<file path="src/rtl/opc_pkg.sv">
// +--------------------------------------------------------------------------+
// | opc_pkg : switch-wide constants, flit type codes and FSM state encoding |
// | Revision: 1.0                                                            |
// +--------------------------------------------------------------------------+
`default_nettype none

package opc_pkg;

  localparam int PKTW    = 15;
  localparam int PORT    = 3;
  localparam int NIN_DEF = PORT + 1;
  localparam int FW      = PKTW + 1;

  localparam logic [1:0] FT_IDLE = 2'b00;
  localparam logic [1:0] FT_HEAD = 2'b01;
  localparam logic [1:0] FT_BODY = 2'b10;
  localparam logic [1:0] FT_TAIL = 2'b11;

  typedef enum logic [0:0] {
    ST_IDLE = 1'b0,
    ST_XFER = 1'b1
  } opc_state_e;

  function automatic logic [1:0] flit_type(input logic [FW-1:0] f);
    return f[FW-1 -: 2];
  endfunction

endpackage

`default_nettype wire

</file>
<file path="src/rtl/opc_rrarb.sv">
// +--------------------------------------------------------------------------+
// | rrarb : combinational round-robin arbiter, first requester at/after ptr |
// | Revision: 1.0                                                            |
// +--------------------------------------------------------------------------+
`default_nettype none

module rrarb #(
  parameter int N  = 4,
  parameter int PW = 2
) (
  input  logic [N-1:0]  req,
  input  logic [PW-1:0] ptr,
  output logic [PW-1:0] gnt,
  output logic          vld
);

  logic [N-1:0] rot;
  int           off;
  int           sum;

  // Rotating a doubled copy puts req[(ptr+k) mod N] at bit k for any N.
  assign rot = N'({req, req} >> ptr);
  assign vld = |req;

  always_comb begin
    off = 0;
    sum = 0;
    gnt = '0;
    for (int k = N - 1; k >= 0; k--) begin
      if (rot[k]) off = k;
    end
    sum = int'(ptr) + off;
    if (sum >= N) sum = sum - N;
    gnt = PW'(sum);
  end

endmodule

`default_nettype wire

</file>
<file path="src/rtl/opc.sv">
// +--------------------------------------------------------------------------+
// | opc : output port controller - arbitrates input buffers, acks the winner|
// |       flit by flit up to its tail and registers flits onto the link.    |
// | Revision: 1.0                                                            |
// +--------------------------------------------------------------------------+
`default_nettype none

module opc
  import opc_pkg::*;
#(
  parameter int NIN = NIN_DEF,
  parameter int PID = 0
) (
  input  logic              clk,
  input  logic              rst,
  input  logic [NIN-1:0]    req,
  input  logic [NIN*FW-1:0] pkti,
  output logic [NIN-1:0]    ack,
  output logic [FW-1:0]     pkto,
  input  logic              dfull,
  output logic              busy
);

  localparam int   PW      = (NIN > 1) ? $clog2(NIN) : 1;
  // A port index outside the switch never wins arbitration.
  localparam logic PORT_EN = (PID >= 0) && (PID < NIN);

  opc_state_e     state_q, state_d;
  logic [PW-1:0]  ptr_q, ptr_d;
  logic [PW-1:0]  win_q, win_d;
  logic [FW-1:0]  pkto_q, pkto_d;
  logic [FW-1:0]  sel_flit;
  logic [NIN-1:0] win_ack;
  logic [PW-1:0]  arb_gnt;
  logic           arb_vld;

  rrarb #(
    .N  (NIN),
    .PW (PW)
  ) u_arb (
    .req (req),
    .ptr (ptr_q),
    .gnt (arb_gnt),
    .vld (arb_vld)
  );

  always_comb begin
    sel_flit = '0;
    for (int i = 0; i < NIN; i++) begin
      if (win_q == PW'(i)) sel_flit = pkti[i*FW +: FW];
    end
  end

  always_comb begin
    state_d = state_q;
    ptr_d   = ptr_q;
    win_d   = win_q;
    pkto_d  = '0;
    win_ack = '0;
    case (state_q)
      ST_IDLE: begin
        if (arb_vld && PORT_EN) begin
          win_d   = arb_gnt;
          state_d = ST_XFER;
        end
      end
      ST_XFER: begin
        // Un-acked cycles (backpressure or empty head) leave a bubble on the link.
        if (!dfull && flit_type(sel_flit) != FT_IDLE) begin
          win_ack = NIN'(1) << win_q;
          pkto_d  = sel_flit;
          if (flit_type(sel_flit) == FT_TAIL) begin
            state_d = ST_IDLE;
            ptr_d   = (win_q == PW'(NIN - 1)) ? '0 : win_q + 1'b1;
          end
        end
      end
      default: state_d = ST_IDLE;
    endcase
  end

  always_ff @(posedge clk or posedge rst) begin
    if (rst) begin
      state_q <= ST_IDLE;
      ptr_q   <= '0;
      win_q   <= '0;
      pkto_q  <= '0;
    end else begin
      state_q <= state_d;
      ptr_q   <= ptr_d;
      win_q   <= win_d;
      pkto_q  <= pkto_d;
    end
  end

  assign ack  = win_ack;
  assign pkto = pkto_q;
  assign busy = (state_q == ST_XFER);

endmodule

`default_nettype wire

</file>
<file path="config.mk">
export PLATFORM = sky130hd
export DESIGN_NAME = opc
export DESIGN_NICKNAME = d
export VERILOG_FILES = /design/src/rtl/opc_pkg.sv /design/src/rtl/opc_rrarb.sv /design/src/rtl/opc.sv
export SDC_FILE = /design/constraint.sdc
export NUM_CORES = 1
export LEC_CHECK = 0
export ABC_AREA = 1
export ABC_CLOCK_PERIOD_IN_PS = 2300
export CAP_MARGIN = 15
export CORE_UTILIZATION = 38
export CTS_BUF_LIST = sky130_fd_sc_hd__clkbuf_4 sky130_fd_sc_hd__clkbuf_8 sky130_fd_sc_hd__clkbuf_16
export DETAILED_ROUTE_END_ITERATION = 8
export HOLD_SLACK_MARGIN = 0.03
export PLACE_DENSITY = 0.81
export SLEW_MARGIN = 40
export SYNTH_ARGS = -nofsm -noshare
export SYNTH_HDL_FRONTEND = slang
export SYNTH_SLANG_ARGS = --single-unit
</file>
<file path="constraint.sdc">
create_clock -name clk -period 2.3 [get_ports clk]
set_clock_uncertainty 0.05 [all_clocks]
set_input_delay 0.345 -clock clk [delete_from_list [all_inputs] [get_ports clk]]
set_output_delay 0.345 -clock clk [all_outputs]
set_load 0.01 [all_outputs]
</file>
* Yosys cells after proc, flatten, opt, wreduce, memory -nomap -nowiden
Index checks and enable logic that the tools add are counted.
** Word-level totals
- Word-level logic and storage cells :: 40
- Output and inout port bits :: 21
- Input bits :: 71
- Register bits after elaboration :: 21
** Cells by class
- Muxes and demuxes :: 18
- $add $sub $neg :: 3
- Reduce and logical (&&, ||, !) cells :: 7
- Bitwise operators :: 1
- Shift operators :: 2
- Equal/unequal tests :: 4
- Order comparisons :: 1
** Operator list (count)
- two-way mux 16 bit :: 6
- two-way mux 2 bit :: 6
- two-way mux 4 bit :: 2
- >> shifter 8 x 2 -> 4 bit :: 1
- == test 2 bit (second input constant) :: 3
- OR reduction 4 bit :: 1
- << shifter 1 x 2 -> 4 bit (first input constant) :: 1
- adder 2 x 2 -> 3 bit :: 1
- greater-or-equal comparator 3 bit (second input constant) :: 1
- two-way mux 1 bit :: 3
- AND reduction 3 bit :: 1
- adder 2 x 1 -> 2 bit (second input constant) :: 1
- == test 2 x 1 -> 1 bit (second input constant) :: 1
- zero test 2 bit :: 1
- one-hot mux 1 bit (2 select lines) :: 1
- AND reduction 2 bit :: 1
- nonzero test 2 bit :: 1
- subtractor 2 x 1 -> 2 bit (second input constant) :: 1
- logical AND 1 bit :: 1
- zero test 1 bit :: 1
- inverter 1 bit :: 1

* Longest topological paths before layout
- Depth in word-level cells :: 9
- Gate-level depth with buffers :: 13

* By module
A second synthesis with hierarchy kept.
** Second synthesis, totals
- Cells, all modules :: 233
- Area, all modules :: 1549.0 µm²
** Modules (own cells, without submodules)
- opc :: cells each 198, area an instance 1381.3 µm², instances 1
- rrarb :: cells each 35, area an instance 167.7 µm², instances 1

* Least setup slack after synthesis
Ideal clock, no wire load.
- Kind :: reg2out
- From :: register win_q[1]
- To :: output ack[0]
- Required time :: 1.905 ns
- Arrival :: 1.506 ns
- Slack :: 0.399 ns
- Stages on the path, launching flop included :: 11
- Cells stage by stage :: dfrtp_1 inv_1 ha_1 buf_6 nor2_8 nand2_2 nand2_1 nand2_2 a21oi_4 inv_4 a21oi_1
** Between the ends
- Longest elaborated chain between the ends :: 9
- Elaborated cells on any way between the ends :: 13
- Those cells by class :: 3 x eq/ne; 1 x shift; 6 x mux; 3 x reduce/logical
** RTL lines
- start, declared :: line opc.sv:30 : logic [PW-1:0] win_q, win_d;
- start signal, assigned :: line opc.sv:91 : win_q <= win_d;
- zero test 2 bit :: line opc.sv:50 : if (win_q == PW'(i)) sel_flit = pkti[i*FW +: FW];
- two-way mux 16 bit (4 in a row) :: line opc.sv:50
- nonzero test 2 bit :: line opc.sv:69 : if (!dfull && flit_type(sel_flit) != FT_IDLE) begin
- logical AND 1 bit :: line opc.sv:69
- two-way mux 4 bit (*) :: line opc.sv:69
- two-way mux 4 bit (*) :: line opc.sv:60 : case (state_q)
- end, declared :: line opc.sv:18 : output logic [NIN-1:0] ack,
Every way passes the cells marked *; elsewhere a longest branch is shown, timed or not.

* Worst setup path in the final report
- From :: register win_q[0]
- To :: output ack[2]
Same word-level chain as after synthesis.

==> impl_metrics.tcl <==
set metrics [dict create \
    status "finished, final reports clean" \
    grt_usage_pct 23.37 \
    drive_above_1_share_pct 15.81 \
    via_per_inst 4.841 \
    nets 406 \
    antenna_found_initial 0 \
    intPower_w 0.001574 \
    path_buf_inv 4 \
    grt_max_degree 30 \
    min_period_ps 2211 \
    cts.clk_slew.worst_paths_ps 80 \
    synth_seq_cells 21 \
    critPathTopFamily "buffers and inverters" \
    max_freq_mhz 452.4 \
    wl_per_cell_microns 12.37 \
    io_pins 92 \
    antenna_cells 0 \
    grt_pass1_vias 1793 \
    pwr-share-clk_pct 8.2 \
    powerDensity_nw_per_um2 1094 \
    cp_slowest_stage_delay_ps 420 \
    place_congestion 0.8511 \
    area_delta_synth_final_pct 69.39 \
    drv_cap 0 \
    swShare_pct 45.14 \
    hold_path.class "in2async" \
    tightestPinTransition_ps 713.5 \
    hold_viol_final 0 \
    synth_area_sq_um 1549 \
    crit_fanout 6 \
    combPwrFrac_pct 70.4 \
    worstSkewPairLatency_ps 260 \
    dieArea_sq_um 4336 \
    first_pass_iters 4 \
    ys_warn_count 0 \
    slew_headroom_pct 52.14 \
    yosysUniqueCellTypes 24 \
    initial_core_util_pct 41.07 \
    root_buffer "clkbuf_8" \
    numCtsBuffers 3 \
    placed_cell_area_sq_um 2570 \
    power_w 0.002870 \
    die_y_microns 65.85 \
    pwr-share-seq_pct 21.4 \
    arrival_ps 1820 \
    crit_chain "buf_4 -> ha_1 -> inv_1 -> o21ai_1 -> a21oi_4 -> inv_4 -> a21oi_1 -> buf_2" \
    cts_tree "built" \
    cts_hold_buffers 0 \
    fp.dieW_microns 65.85 \
    final_area_sq_um 2624 \
    grt_pass1_wl_mm 7.879 \
    ys_seq_area_share_pct 33.93 \
    p_leak_nw 1.254 \
    drc 0 \
    worst-r2r-cell-count 13 \
    wirelength_mm 4.664 \
    required_ps 1900 \
    worst_path_max_delay_cell "dfrtp_1" \
    placeableCoreArea_sq_um 3771 \
    timing.final.ws_setup_ps 89.39 \
    maxSlewViolCount 0 \
    clockBufferDepth 2 \
    rows 22 \
    num_vias 1825 \
    peakVddDrop_uv 693.9 \
    dp_worst_setup_slack_ps -108.5 \
    setup_viol 0 \
    start_kind "register" \
    crit_type "reg2out" \
    netlist_instances 228 \
    overflow 0 \
    avgSynthCellArea_sq_um 6.794 \
    drtAntennaViolNets 0 \
    hpwl_mm 3.748 \
    htree_num_levels 1 \
    clock_sink_count 21 \
    p_sw_w 0.001295 \
    drtIter0Drc 155 \
    end_kind "output port" \
    portBuffers 91 \
    synth_nets 304 \
    cp.depth 8 \
    period_share_pct 96.11 \
]
-- timing repair --
| item | in CTS | in global routing |
|---|---|---|
| setup buffers | 0 | 2 |
| resized for setup | 15 | 7 |
| endpoints found under the setup margin | 4 | 4 |
| pin swaps | 0 | 1 |
-- worst reg2reg max path: cells and delay by family (launching register included) --
kind	cells	cell delay [ps]
xor+xnor	1	140
fa+ha+maj	1	200
simple gates	8	550
buf+inv	2	190
flops	1	470
compound gates	1	210
-- logic make-up (layout without fill, tap and decap cells) --
| kind of cell | count (synthesis) | after routing | synth area share [%] |
|---|---|---|---|
| compound gates | 45 | 45 | 18.34 |
| buf+inv | 26 | 127 | 8.078 |
| simple gates | 130 | 130 | 35.06 |
| xor+xnor | 1 | 1 | 0.5655 |
| flops | 21 | 21 | 33.93 |
| fa+ha+maj | 5 | 5 | 4.039 |
-- through the flow --
step	instances	setup TNS (ps)	hold slack [ps]	util, %
floorplan	228	0	271.5	-
global placement	371	-122.3	453.3	68.15
detailed placement	371	-328.5	462.3	68.15
CTS	375	0	480.0	69.21
global route	377	-69.46	410.7	69.58
finish	377	0	375.1	69.58
-- cells in the mapped netlist --
| cell | number | area, sq um |
|---|---|---|
| o211ai_1 | 1 | 7.510 |
| nand2_2 | 4 | 25.02 |
| o21a_1 | 1 | 7.510 |
| o21ai_1 | 2 | 10.01 |
| a21oi_1 | 11 | 55.05 |
| a21oi_4 | 1 | 16.27 |
| a21boi_0 | 1 | 7.510 |
| a21boi_1 | 1 | 7.510 |
| buf_1 | 1 | 3.750 |
| buf_2 | 2 | 10.01 |
| dfrtp_1 | 21 | 525.5 |
| nand3_1 | 23 | 115.1 |
| inv_4 | 1 | 6.260 |
| inv_2 | 3 | 11.26 |
| ha_1 | 5 | 62.56 |
| clkbuf_1 | 6 | 22.52 |
| nor2_8 | 1 | 20.02 |
| inv_1 | 10 | 37.54 |
| nand2_1 | 99 | 371.6 |
| a21oi_2 | 10 | 87.58 |
| o21ai_0 | 17 | 85.08 |
| buf_6 | 3 | 33.78 |
| nor2_1 | 3 | 11.26 |
| xnor2_1 | 1 | 8.760 |
-- final timing paths --
kind	end	slack, ps	start
max in group asynchronous	pkto[2]	1480	rst
hold reg to reg	busy	490	busy
hold / removal	pkto[11]	380	rst
setup / recovery	ack[2]	90	win_q[0]
setup reg to reg	win_q[1]	380	ptr_q[0]
min in group clk	busy	490	busy
-- cells in the final DEF (no fill, tap or decap), types with 2 or more instances in the layout --
cell / synthesis / layout
nand2_2: 4 / 4
clkbuf_8: 0 / 3
nand3_1: 23 / 23
ha_2: 0 / 2
clkdlybuf4s50_1: 0 / 87
o21ai_0: 17 / 17
buf_4: 0 / 18
inv_1: 10 / 7
o21ai_1: 2 / 2
ha_1: 5 / 3
nand2_1: 99 / 99
inv_2: 3 / 5
a21oi_1: 11 / 10
buf_2: 2 / 4
nor2_1: 3 / 3
dfrtp_1: 21 / 21
a21oi_2: 10 / 11
-- metal layers --
layer	vias to the layer above	track usage, %	share of wire, %
met1	804	29.34	42
met4	0	10.87	2.8
met2	75	39.80	50
met5	-	0	0
met3	12	2.414	5.1
li1	934	-	-
-- power groups by stage --
stage	Clock (W)	Sequential, W	Combinational (W)
after floorplan	0	0.000666	0.00115
after global placement	0	0.000612	0.00193
after detailed placement	0	0.000619	0.00196
after CTS	0.000238	0.000613	0.00197
after global routing	0.000260	0.000633	0.00225
final	0.000234	0.000614	0.00202
-- registers in the layout, indices dropped and copies added (netlist names) --
signal,cells
ptr_q,2
busy,1
win_q,2
pkto,16
-- cell type report --
type / instances / area (sq um)
fillers: 321 / 1147
flip-flops and latches: 21 / 525.5
clock inverters: 1 / 5.005
clock buffers: 3 / 41.29
multi-input cells: 181 / 910.9
repair buffers: 109 / 1026
well taps: 48 / 60.06
inverters: 14 / 55.05
No activity file was read; power rests on OpenSTA's default activity.
